--- src/rtl/mulsub_sched.sv ---
`default_nettype none
// ============================================================================
// Module      : mulsub_sched
// Description : Round-robin issue scheduler for a shared pipelined
//               multiply-subtract unit (K*A - B) with credit-based result FIFO.
// Revision    : 1.0 - initial release
// ============================================================================
module mulsub_sched #(
  parameter int NREQ      = 4,
  parameter int NX        = 8,
  parameter int LAT       = 2,
  parameter int DEPTH     = 4,
  parameter int K_DEFAULT = 5
) (
  input  logic                    clk,
  input  logic                    rst_n,
  input  logic [NREQ-1:0]         req_valid,
  input  logic [NREQ*NX-1:0]      req_a,
  input  logic [NREQ*NX-1:0]      req_b,
  output logic [NREQ-1:0]         req_ready,
  input  logic                    cfg_we,
  input  logic [NX-1:0]           cfg_k,
  output logic                    res_valid,
  input  logic                    res_ready,
  output logic [NX-1:0]           res_data,
  output logic [$clog2(NREQ)-1:0] res_id,
  output logic                    busy
);

  localparam int c_id_w = $clog2(NREQ);
  localparam int c_aw   = (DEPTH > 1) ? $clog2(DEPTH) : 1;
  localparam int c_cw   = $clog2(DEPTH + 1);

  logic [c_id_w-1:0] r_ptr;
  logic [NX-1:0]     r_k;
  logic [c_cw-1:0]   r_inflight;
  logic [c_cw-1:0]   r_cnt;
  logic [c_aw-1:0]   r_wp;
  logic [c_aw-1:0]   r_rp;
  logic [NX-1:0]     r_mem_d  [DEPTH];
  logic [c_id_w-1:0] r_mem_id [DEPTH];

  logic              r_s0_vld;
  logic [NX-1:0]     r_s0_a;
  logic [NX-1:0]     r_s0_b;
  logic [NX-1:0]     r_s0_k;
  logic [c_id_w-1:0] r_s0_id;

  logic              w_credit;
  logic              w_accept;
  logic [c_id_w-1:0] w_gid;
  logic [c_id_w-1:0] w_scan;
  logic [NREQ-1:0]   w_grant;
  logic [NX-1:0]     w_s0_res;
  logic              w_push;
  logic [NX-1:0]     w_push_d;
  logic [c_id_w-1:0] w_push_id;
  logic              w_pop;

  // Credit counts ops in flight plus queued results, so the FIFO never overflows.
  assign w_credit = rst_n && ((32'(r_inflight) + 32'(r_cnt)) < 32'(DEPTH));

  always_comb begin
    w_grant  = '0;
    w_accept = 1'b0;
    w_gid    = '0;
    w_scan   = '0;
    for (int k = 0; k < NREQ; k++) begin
      w_scan = c_id_w'((32'(r_ptr) + 32'(k)) % NREQ);
      if (!w_accept && w_credit && req_valid[w_scan]) begin
        w_grant[w_scan] = 1'b1;
        w_gid           = w_scan;
        w_accept        = 1'b1;
      end
    end
  end

  assign req_ready = w_grant;

  always_ff @(posedge clk or negedge rst_n) begin
    if (!rst_n) begin
      r_ptr    <= '0;
      r_k      <= NX'(K_DEFAULT);
      r_s0_vld <= 1'b0;
      r_s0_a   <= '0;
      r_s0_b   <= '0;
      r_s0_k   <= '0;
      r_s0_id  <= '0;
    end else begin
      if (cfg_we)
        r_k <= cfg_k;
      r_s0_vld <= w_accept;
      if (w_accept) begin
        r_ptr   <= (w_gid == c_id_w'(NREQ - 1)) ? '0 : w_gid + 1'b1;
        r_s0_a  <= req_a[w_gid*NX +: NX];
        r_s0_b  <= req_b[w_gid*NX +: NX];
        r_s0_k  <= r_k;
        r_s0_id <= w_gid;
      end
    end
  end

  assign w_s0_res = r_s0_k * r_s0_a - r_s0_b;

  generate
    if (LAT > 1) begin : g_tail
      logic [LAT-2:0]    r_tv;
      logic [NX-1:0]     r_td [LAT-1];
      logic [c_id_w-1:0] r_ti [LAT-1];

      always_ff @(posedge clk or negedge rst_n) begin
        if (!rst_n) begin
          r_tv <= '0;
          for (int j = 0; j < LAT - 1; j++) begin
            r_td[j] <= '0;
            r_ti[j] <= '0;
          end
        end else begin
          r_tv[0] <= r_s0_vld;
          r_td[0] <= w_s0_res;
          r_ti[0] <= r_s0_id;
          for (int j = 1; j < LAT - 1; j++) begin
            r_tv[j] <= r_tv[j-1];
            r_td[j] <= r_td[j-1];
            r_ti[j] <= r_ti[j-1];
          end
        end
      end

      assign w_push    = r_tv[LAT-2];
      assign w_push_d  = r_td[LAT-2];
      assign w_push_id = r_ti[LAT-2];
    end else begin : g_notail
      assign w_push    = r_s0_vld;
      assign w_push_d  = w_s0_res;
      assign w_push_id = r_s0_id;
    end
  endgenerate

  assign res_valid = (r_cnt != '0);
  assign w_pop     = res_valid && res_ready;
  // Gating keeps the outputs at zero while empty, including straight after reset.
  assign res_data  = res_valid ? r_mem_d[r_rp]  : '0;
  assign res_id    = res_valid ? r_mem_id[r_rp] : '0;
  assign busy      = (r_inflight != '0) || (r_cnt != '0);

  always_ff @(posedge clk) begin
    if (w_push) begin
      r_mem_d[r_wp]  <= w_push_d;
      r_mem_id[r_wp] <= w_push_id;
    end
  end

  always_ff @(posedge clk or negedge rst_n) begin
    if (!rst_n) begin
      r_inflight <= '0;
      r_cnt      <= '0;
      r_wp       <= '0;
      r_rp       <= '0;
    end else begin
      case ({w_accept, w_push})
        2'b10:   r_inflight <= r_inflight + 1'b1;
        2'b01:   r_inflight <= r_inflight - 1'b1;
        default: r_inflight <= r_inflight;
      endcase
      case ({w_push, w_pop})
        2'b10:   r_cnt <= r_cnt + 1'b1;
        2'b01:   r_cnt <= r_cnt - 1'b1;
        default: r_cnt <= r_cnt;
      endcase
      if (w_push)
        r_wp <= r_wp + 1'b1;
      if (w_pop)
        r_rp <= r_rp + 1'b1;
    end
  end

  a_no_overflow: assert property (@(posedge clk) disable iff (!rst_n)
    !(w_push && (r_cnt == c_cw'(DEPTH))));

endmodule
`default_nettype wire

--- config.mk ---
export PLATFORM = sky130hd
export DESIGN_NAME = mulsub_sched
export DESIGN_NICKNAME = d
export VERILOG_FILES = /design/src/rtl/mulsub_sched.sv
export SDC_FILE = /design/constraint.sdc
export NUM_CORES = 1
export LEC_CHECK = 0
export CAP_MARGIN = 20
export CORE_MARGIN = 1
export CORE_UTILIZATION = 40
export CTS_CLUSTER_DIAMETER = 120
export DETAILED_ROUTE_END_ITERATION = 10
export PLACE_DENSITY_LB_ADDON = 0.25
export REMOVE_ABC_BUFFERS = 1
export SLEW_MARGIN = 15
export SYNTH_ARGS = -nofsm -noshare
export SYNTH_HDL_FRONTEND = slang
export SYNTH_SLANG_ARGS = --single-unit
--- constraint.sdc ---
create_clock -name clk -period 4.5 [get_ports clk]
set_input_delay 0.45 -clock clk [delete_from_list [all_inputs] [get_ports clk]]
set_output_delay 0.45 -clock clk [all_outputs]
set_load 0.02 [all_outputs]
; After elaboration in Yosys (flattened, before gate mapping)
; Memory sizes are Yosys's and may differ from the RTL's.
; Cells that the tools add are included.
[op_classes]
add_sub_neg = 12
multipliers = 1
order_cmp = 9
eq_ne = 5
n_shift = 2
n_mux = 35
bitwise_logic = 3
reduce_logical = 21
[op_table]
columns = op, n
row1 = variable part select 32 x 6 -> 8 bit, 2
row2 = two-way mux 4 bit, 4
row3 = two-way mux 1 bit, 14
row4 = logical AND 1 bit, 13
row5 = "less-than comparator 2 x 3 -> 1 bit, second input constant", 4
row6 = two-way mux 2 bit, 6
row7 = OR 4 bit, 3
row8 = case mux 3 bit (2 select lines), 2
row9 = "adder 2 x 1 -> 2 bit, second input constant", 4
row10 = binary-select mux 1 bit (select 2 bit), 4
row11 = demux 1 bit (select 2 bit), 4
row12 = "greater-or-equal comparator 2 x 1 -> 1 bit, second input constant", 4
row13 = multiplier 8 x 8 -> 8 bit, 1
row14 = two-way mux 8 bit, 1
row15 = subtractor 8 bit, 1
row16 = "adder 3 x 1 -> 3 bit, second input constant", 2
row17 = "equality test 2 bit, second input constant", 3
row18 = nonzero test 3 bit, 2
row19 = "subtractor 3 x 1 -> 3 bit, second input constant", 2
row20 = "adder 2 bit, second input constant", 2
row21 = adder 3 x 3 -> 4 bit, 1
row22 = "equality test 2 x 1 -> 1 bit, second input constant", 2
row23 = "less-than comparator 4 x 3 -> 1 bit, second input constant", 1
row24 = nonzero test 2 bit, 2
row25 = other kinds (2), 4
[totals]
reg_bits = 58
ramBits = 40
input_bits = 80
output_inout_bits = 16
wordCells = 104
n_memories = 2
[mem_list]
columns = name, words, width, rd, rd_ports_with_merged_regs, write_ports, line_no
row1 = r_mem_d, 4, 8, 1, 0, 1, 40  ; logic [NX-1:0] r_mem_d [DEPTH];
row2 = r_mem_id, 4, 2, 1, 0, 1, 41  ; logic [c_id_w-1:0] r_mem_id [DEPTH];

; Longest topological paths before layout
[depth]
depth_word = 19
depth_mapped = 15
mapped_depth_nobuf = 14

; Worst setup path after synthesis
; OpenSTA, ideal clock, no wires.
[synth_path]
path_type = register -> register
startpoint = register r_ptr[1]
endpoint = register r_inflight[1]
setup_ps = 125
arrival_ps = 3423
required_ps = 4375
slack_ps = 952
path_stages_with_launch = 10
path_buffers = 2
period_less_slack_ps = 3548
cell_sequence = dfrtp_1 > inv_1 > ha_1 > mux4_2 > o41ai_2 > buf_2 > buf_2 > ha_1 > fa_1 > mux2_2
[synth_via]
elab_chain_len = 18
elab_cells_between_ends = 29
cone_classes = add/sub (3) / eq/ne (2) / mux (13) / reduce/logical (11)
[synth_rtl]
columns = item, line_no
row1 = start: declaration, 34  ; logic [c_id_w-1:0] r_ptr;
row2 = start signal: assignment, 94  ; r_ptr <= (w_gid == c_id_w'(NREQ - 1)) ? '0 : w_gid + 1'b1;
row3 = binary-select mux 1 bit (select 2 bit), 70  ; if (!w_accept && w_credit && req_valid[w_scan]) begin
row4 = two-way mux 1 bit (not written as such), 70
row5 = logical AND 1 bit, 70
row6 = two-way mux 1 bit, 70
row7 = logical NOT 1 bit, 70
row8 = logical AND 1 bit (2 in series), 70
row9 = two-way mux 1 bit, 70
row10 = logical NOT 1 bit, 70
row11 = logical AND 1 bit (2 in series), 70
row12 = two-way mux 1 bit, 70
row13 = logical NOT 1 bit, 70
row14 = logical AND 1 bit (2 in series), 70
row15 = two-way mux 1 bit *, 70
row16 = equality test 2 x 1 -> 1 bit / equality test 2 bit (equally long branches), 161  ; case ({w_accept, w_push})
row17 = case mux 3 bit (2 select lines) / nonzero test 2 bit (equally long branches), --
row18 = end signal: assignment, 162  ; 2'b10: r_inflight <= r_inflight + 1'b1;
row19 = end signal: assignment, 163  ; 2'b01: r_inflight <= r_inflight - 1'b1;
row20 = end signal: assignment, 164  ; default: r_inflight <= r_inflight;
row21 = end: declaration, 36  ; logic [c_cw-1:0] r_inflight;
; Mark *: on every way between the ends. The rest lies on a longest branch, timed or not. The select of a mux whose other input is x is not followed.
; A chain may end at the register's enable or synchronous reset.

; Final worst setup path
[layout_path]
startpoint = register r_ptr[0]
endpoint = output port req_ready[3]
[layout_via]
elab_chain_len = 16
elab_cells_between_ends = 51
cone_classes = add/sub (3) / order compare (8) / mux (23) / bitwise (3) / reduce/logical (14)
[layout_rtl]
columns = item, line_no
row1 = "parallel branches: the longest is 15 deep, another holds less-than comparator 2 x 3 -> 1 bit", --
row2 = two-way mux 4 bit *, 70
row3 = end: declaration, 20  ; output logic [NREQ-1:0] req_ready,
; Every way passes the cells marked *. The select of a mux whose other input is x is not followed.

==> results.sh <==
export IMPL_ir_drop_mv=0.505
export IMPL_rsz0062_at_grt="false"
export IMPL_worstPathRequired_ns=4.05
export IMPL_grt_ovfl_total=0
export IMPL_slowest_delay_ns=0.63
export IMPL_arrival_ns=3.60
export IMPL_critPathMaxFanout=9
export IMPL_crit_slowest_cell="mux4_2"
export IMPL_synthTopCellsByArea="dfrtp_1, edfxtp_1, ha_1"
export IMPL_grt_pass1_wl_um=19500
export IMPL_die_x_um=122
export IMPL_synth_top_area_cell="dfrtp_1"
export IMPL_drive_gt1_share_pct=10.6
export IMPL_core_mm2=0.0139
export IMPL_synth_seq_area_share_pct=46.2
export IMPL_p_leak_nw=3.06
export IMPL_hold_path_end="g_tail.r_tv$_DFF_PN0_"
export IMPL_routed_wl_um=11700
export IMPL_synth_area_mm2=0.00575
export IMPL_port_buffers=95
export IMPL_clockBufferDepth=2
export IMPL_hp_start="r_s0_vld$_DFF_PN0_"
export IMPL_r2r_cells=8
export IMPL_top_level_ports=96
export IMPL_tns_ns=0
export IMPL_cts_repair_resized=0
export IMPL_critPathKind="flop to output port"
export IMPL_postCtsHoldBufs=0
export IMPL_wl_met2_um=6060
export IMPL_drtIter0Drc=157
export IMPL_cts_setup_buffers=0
export IMPL_final_util_pct=51.5
export IMPL_startpoint_type="flop"
export IMPL_gp_congestion=0.836
export IMPL_clk_latency_ns=0.34
export IMPL_chipHeight_um=122
export IMPL_status="completed"
export IMPL_worst_pin_slew_ns=0.736
export IMPL_setup_violations=0
export IMPL_via_per_inst=5.08
export IMPL_min_path_type="flop to flop"
export IMPL_hold_viol=0
export IMPL_clockRootBuffer="clkbuf_16"
export IMPL_ant_nets=0
export IMPL_pre_cts_slack_ns=0.834
export IMPL_crit_chain="inv_1 -> ha_1 -> mux4_2 -> nor2b_4 -> nor3b_4 -> a221o_1 -> clkdlybuf4s50_1"
export IMPL_start_util_pct=41.2
export IMPL_grt_pass1_vias=4065
export IMPL_rows=43
export IMPL_hold_depth=0
export IMPL_drv_cap=0
export IMPL_placed_area_mm2=0.00686
export IMPL_post_drt_wl_per_cell_um=15.7
export IMPL_drv_slew=0
export IMPL_vias=3783
export IMPL_r2r_start="r_ptr[0]$_DFFE_PN0P_"
export IMPL_rrSetupSlack_ns=0.83
export IMPL_max_freq_ghz=0.247
export IMPL_n_antenna_cell=0
export IMPL_cts_tree="done"
export IMPL_dieArea_mm2=0.0148
export IMPL_fin_nets=692
export IMPL_yosys_register_bits=98
export IMPL_grtUsageTotal_pct=17.2
export IMPL_synthToLayoutAreaGrowth_pct=24.8
export IMPL_fin_skew_ns=0.00957
export IMPL_power_per_cell_area_mw_per_mm2=846
export IMPL_clkSlewWorstSetupHoldPaths_ns=0.07
export IMPL_htreeDepth=3
export IMPL_finish_instance_area_mm2=0.00717
export IMPL_cts_made_buffers=9
export IMPL_fin_crit_sh_pct=89.9
export IMPL_dpl_hpwl_um=9030
export IMPL_ys_types=54
export IMPL_antenna_found_initial=0
export IMPL_setup_slack_ns=0.453
export IMPL_syn_area_per_cell_um2=12.3
export IMPL_first_pass_iters=4
export IMPL_timing_final_crit_period_ns=4.05
export IMPL_highest_layer="met4"
export IMPL_netlist_instances=466
export IMPL_yosys_warnings=0
export IMPL_wl_met3_um=444
export IMPL_met1_length_um=5070
export IMPL_synthDominantCellAreaShare_pct=24.4
export IMPL_r2r_end="r_s0_a[1]$_DFFE_PN0P_"
export IMPL_cts_sinks=98
export IMPL_relSlewSlack_pct=50.9
export IMPL_end_kind="output port"
export IMPL_route_detailed_drc=0
export IMPL_grt_max_degree=59
[logic make-up (layout without fill, tap and decap cells)]
kind of cell / Yosys count / count (layout) / synth area share (%)
simple gates: 124 / 124 / 10.9
flops: 98 / 98 / 46.2
compound gates: 67 / 67 / 9.86
buf+inv: 56 / 154 / 4.42
fa+ha+maj: 53 / 53 / 14.2
mux: 39 / 39 / 10.0
xor+xnor: 29 / 29 / 4.42
[placed cells by master, fill, tap and decap left out, drive strengths merged, types with 9 or more instances in the layout]
cell type / Yosys / routed
nand2: 71 / 71
inv: 39 / 42
mux2i: 16 / 16
clkbuf: 5 / 9
ha: 33 / 33
a21oi: 13 / 13
mux4: 14 / 14
clkdlybuf4s50: 0 / 94
mux2: 9 / 9
fa: 20 / 20
xor2: 9 / 9
dfrtp: 56 / 56
xnor2: 20 / 20
edfxtp: 40 / 40
and2: 32 / 32
[cell usage after synthesis, drive strengths merged]
library cell and count:
a2111oi 8, a211oi 4, a21boi 8, a21o 2
a21oi 13, a221o 4, a221oi 5, a22oi 2
a32o 3, a32oi 1, and2 32, and3 2
buf 12, clkbuf 5, dfrtp 56, dfstp 2
edfxtp 40, fa 20, ha 33, inv 39
mux2 9, mux2i 16, mux4 14, nand2 71
nand3 1, nor2 7, nor2b 3, nor3 1
nor3b 2, nor4 1, o211a 1, o211ai 1
o21ai 5, o21bai 1, o221ai 8, o41ai 1
or2 1, or3 1, or4 1, or4b 1
xnor2 20, xor2 9
[per-layer routing]
layer | vias to the layer above | global-route usage [%]
li1 | 1828 | -
met1 | 1855 | 20.4
met2 | 89 | 31.6
met3 | 11 | 2.53
met4 | 0 | 5.86
met5 | - | 0
[metrics by stage]
stage	cells	hold slack, ns	power, mW
floorplan	449	0.154	4.39
global placement	728	0.335	5.25
detailed placement	728	0.337	5.37
CTS	744	0.354	6.17
global route	744	0.359	6.67
finish	744	0.352	6.06
[worst max-delay path: cells and delay by family, from the launching register on]
family,cells,cell delay (ns)
multiplexers,1,0.63
AND/OR/NAND/NOR,2,0.53
adder cells (fa/ha/maj),1,0.44
AO/OA/AOI/OAI,1,0.22
buffers and inverters,2,0.80
flip-flops,1,0.62
[where the power goes]
group	switching, mW	total [mW]	internal [mW]	leakage (nW)
clock	0.345	0.786	0.441	0.151
combinational	1.87	3.64	1.77	1.86
sequential	0.322	1.64	1.32	1.05
[layout make-up]
type / count / area, um2
repair buffers: 99 / 988
fillers: 1230 / 6760
multi-input cells: 312 / 2850
clock inverters: 7 / 82.6
well taps: 180 / 225
inverters: 39 / 146
clock buffers: 9 / 225
flip-flops and latches: 98 / 2660
[sequential cells by signal, indices dropped and copies added, names as in the netlist, 2 cells and up]
register	count
g_tail.r_td	8
g_tail.r_ti	2
r_cnt	3
r_inflight	3
r_k	8
r_mem_d	32
r_mem_id	8
r_ptr	2
r_rp	2
r_s0_a	8
r_s0_b	8
r_s0_id	2
r_s0_k	8
r_wp	2
[worst max path at each step]
stage | start | to | depth (start not counted)
after CTS | r_ptr[0]$_DFFE_PN0P_ | req_ready[0] | 7
after detailed placement | r_ptr[0]$_DFFE_PN0P_ | req_ready[0] | 7
after floorplan | r_ptr[0]$_DFFE_PN0P_ | r_inflight[1]$_DFFE_PN0P_ | 7
after global routing | r_ptr[0]$_DFFE_PN0P_ | req_ready[0] | 7
final | r_ptr[0]$_DFFE_PN0P_ | req_ready[3] | 7
after global placement | r_ptr[0]$_DFFE_PN0P_ | req_ready[0] | 7
No activity file was read; power rests on OpenSTA's default activity.
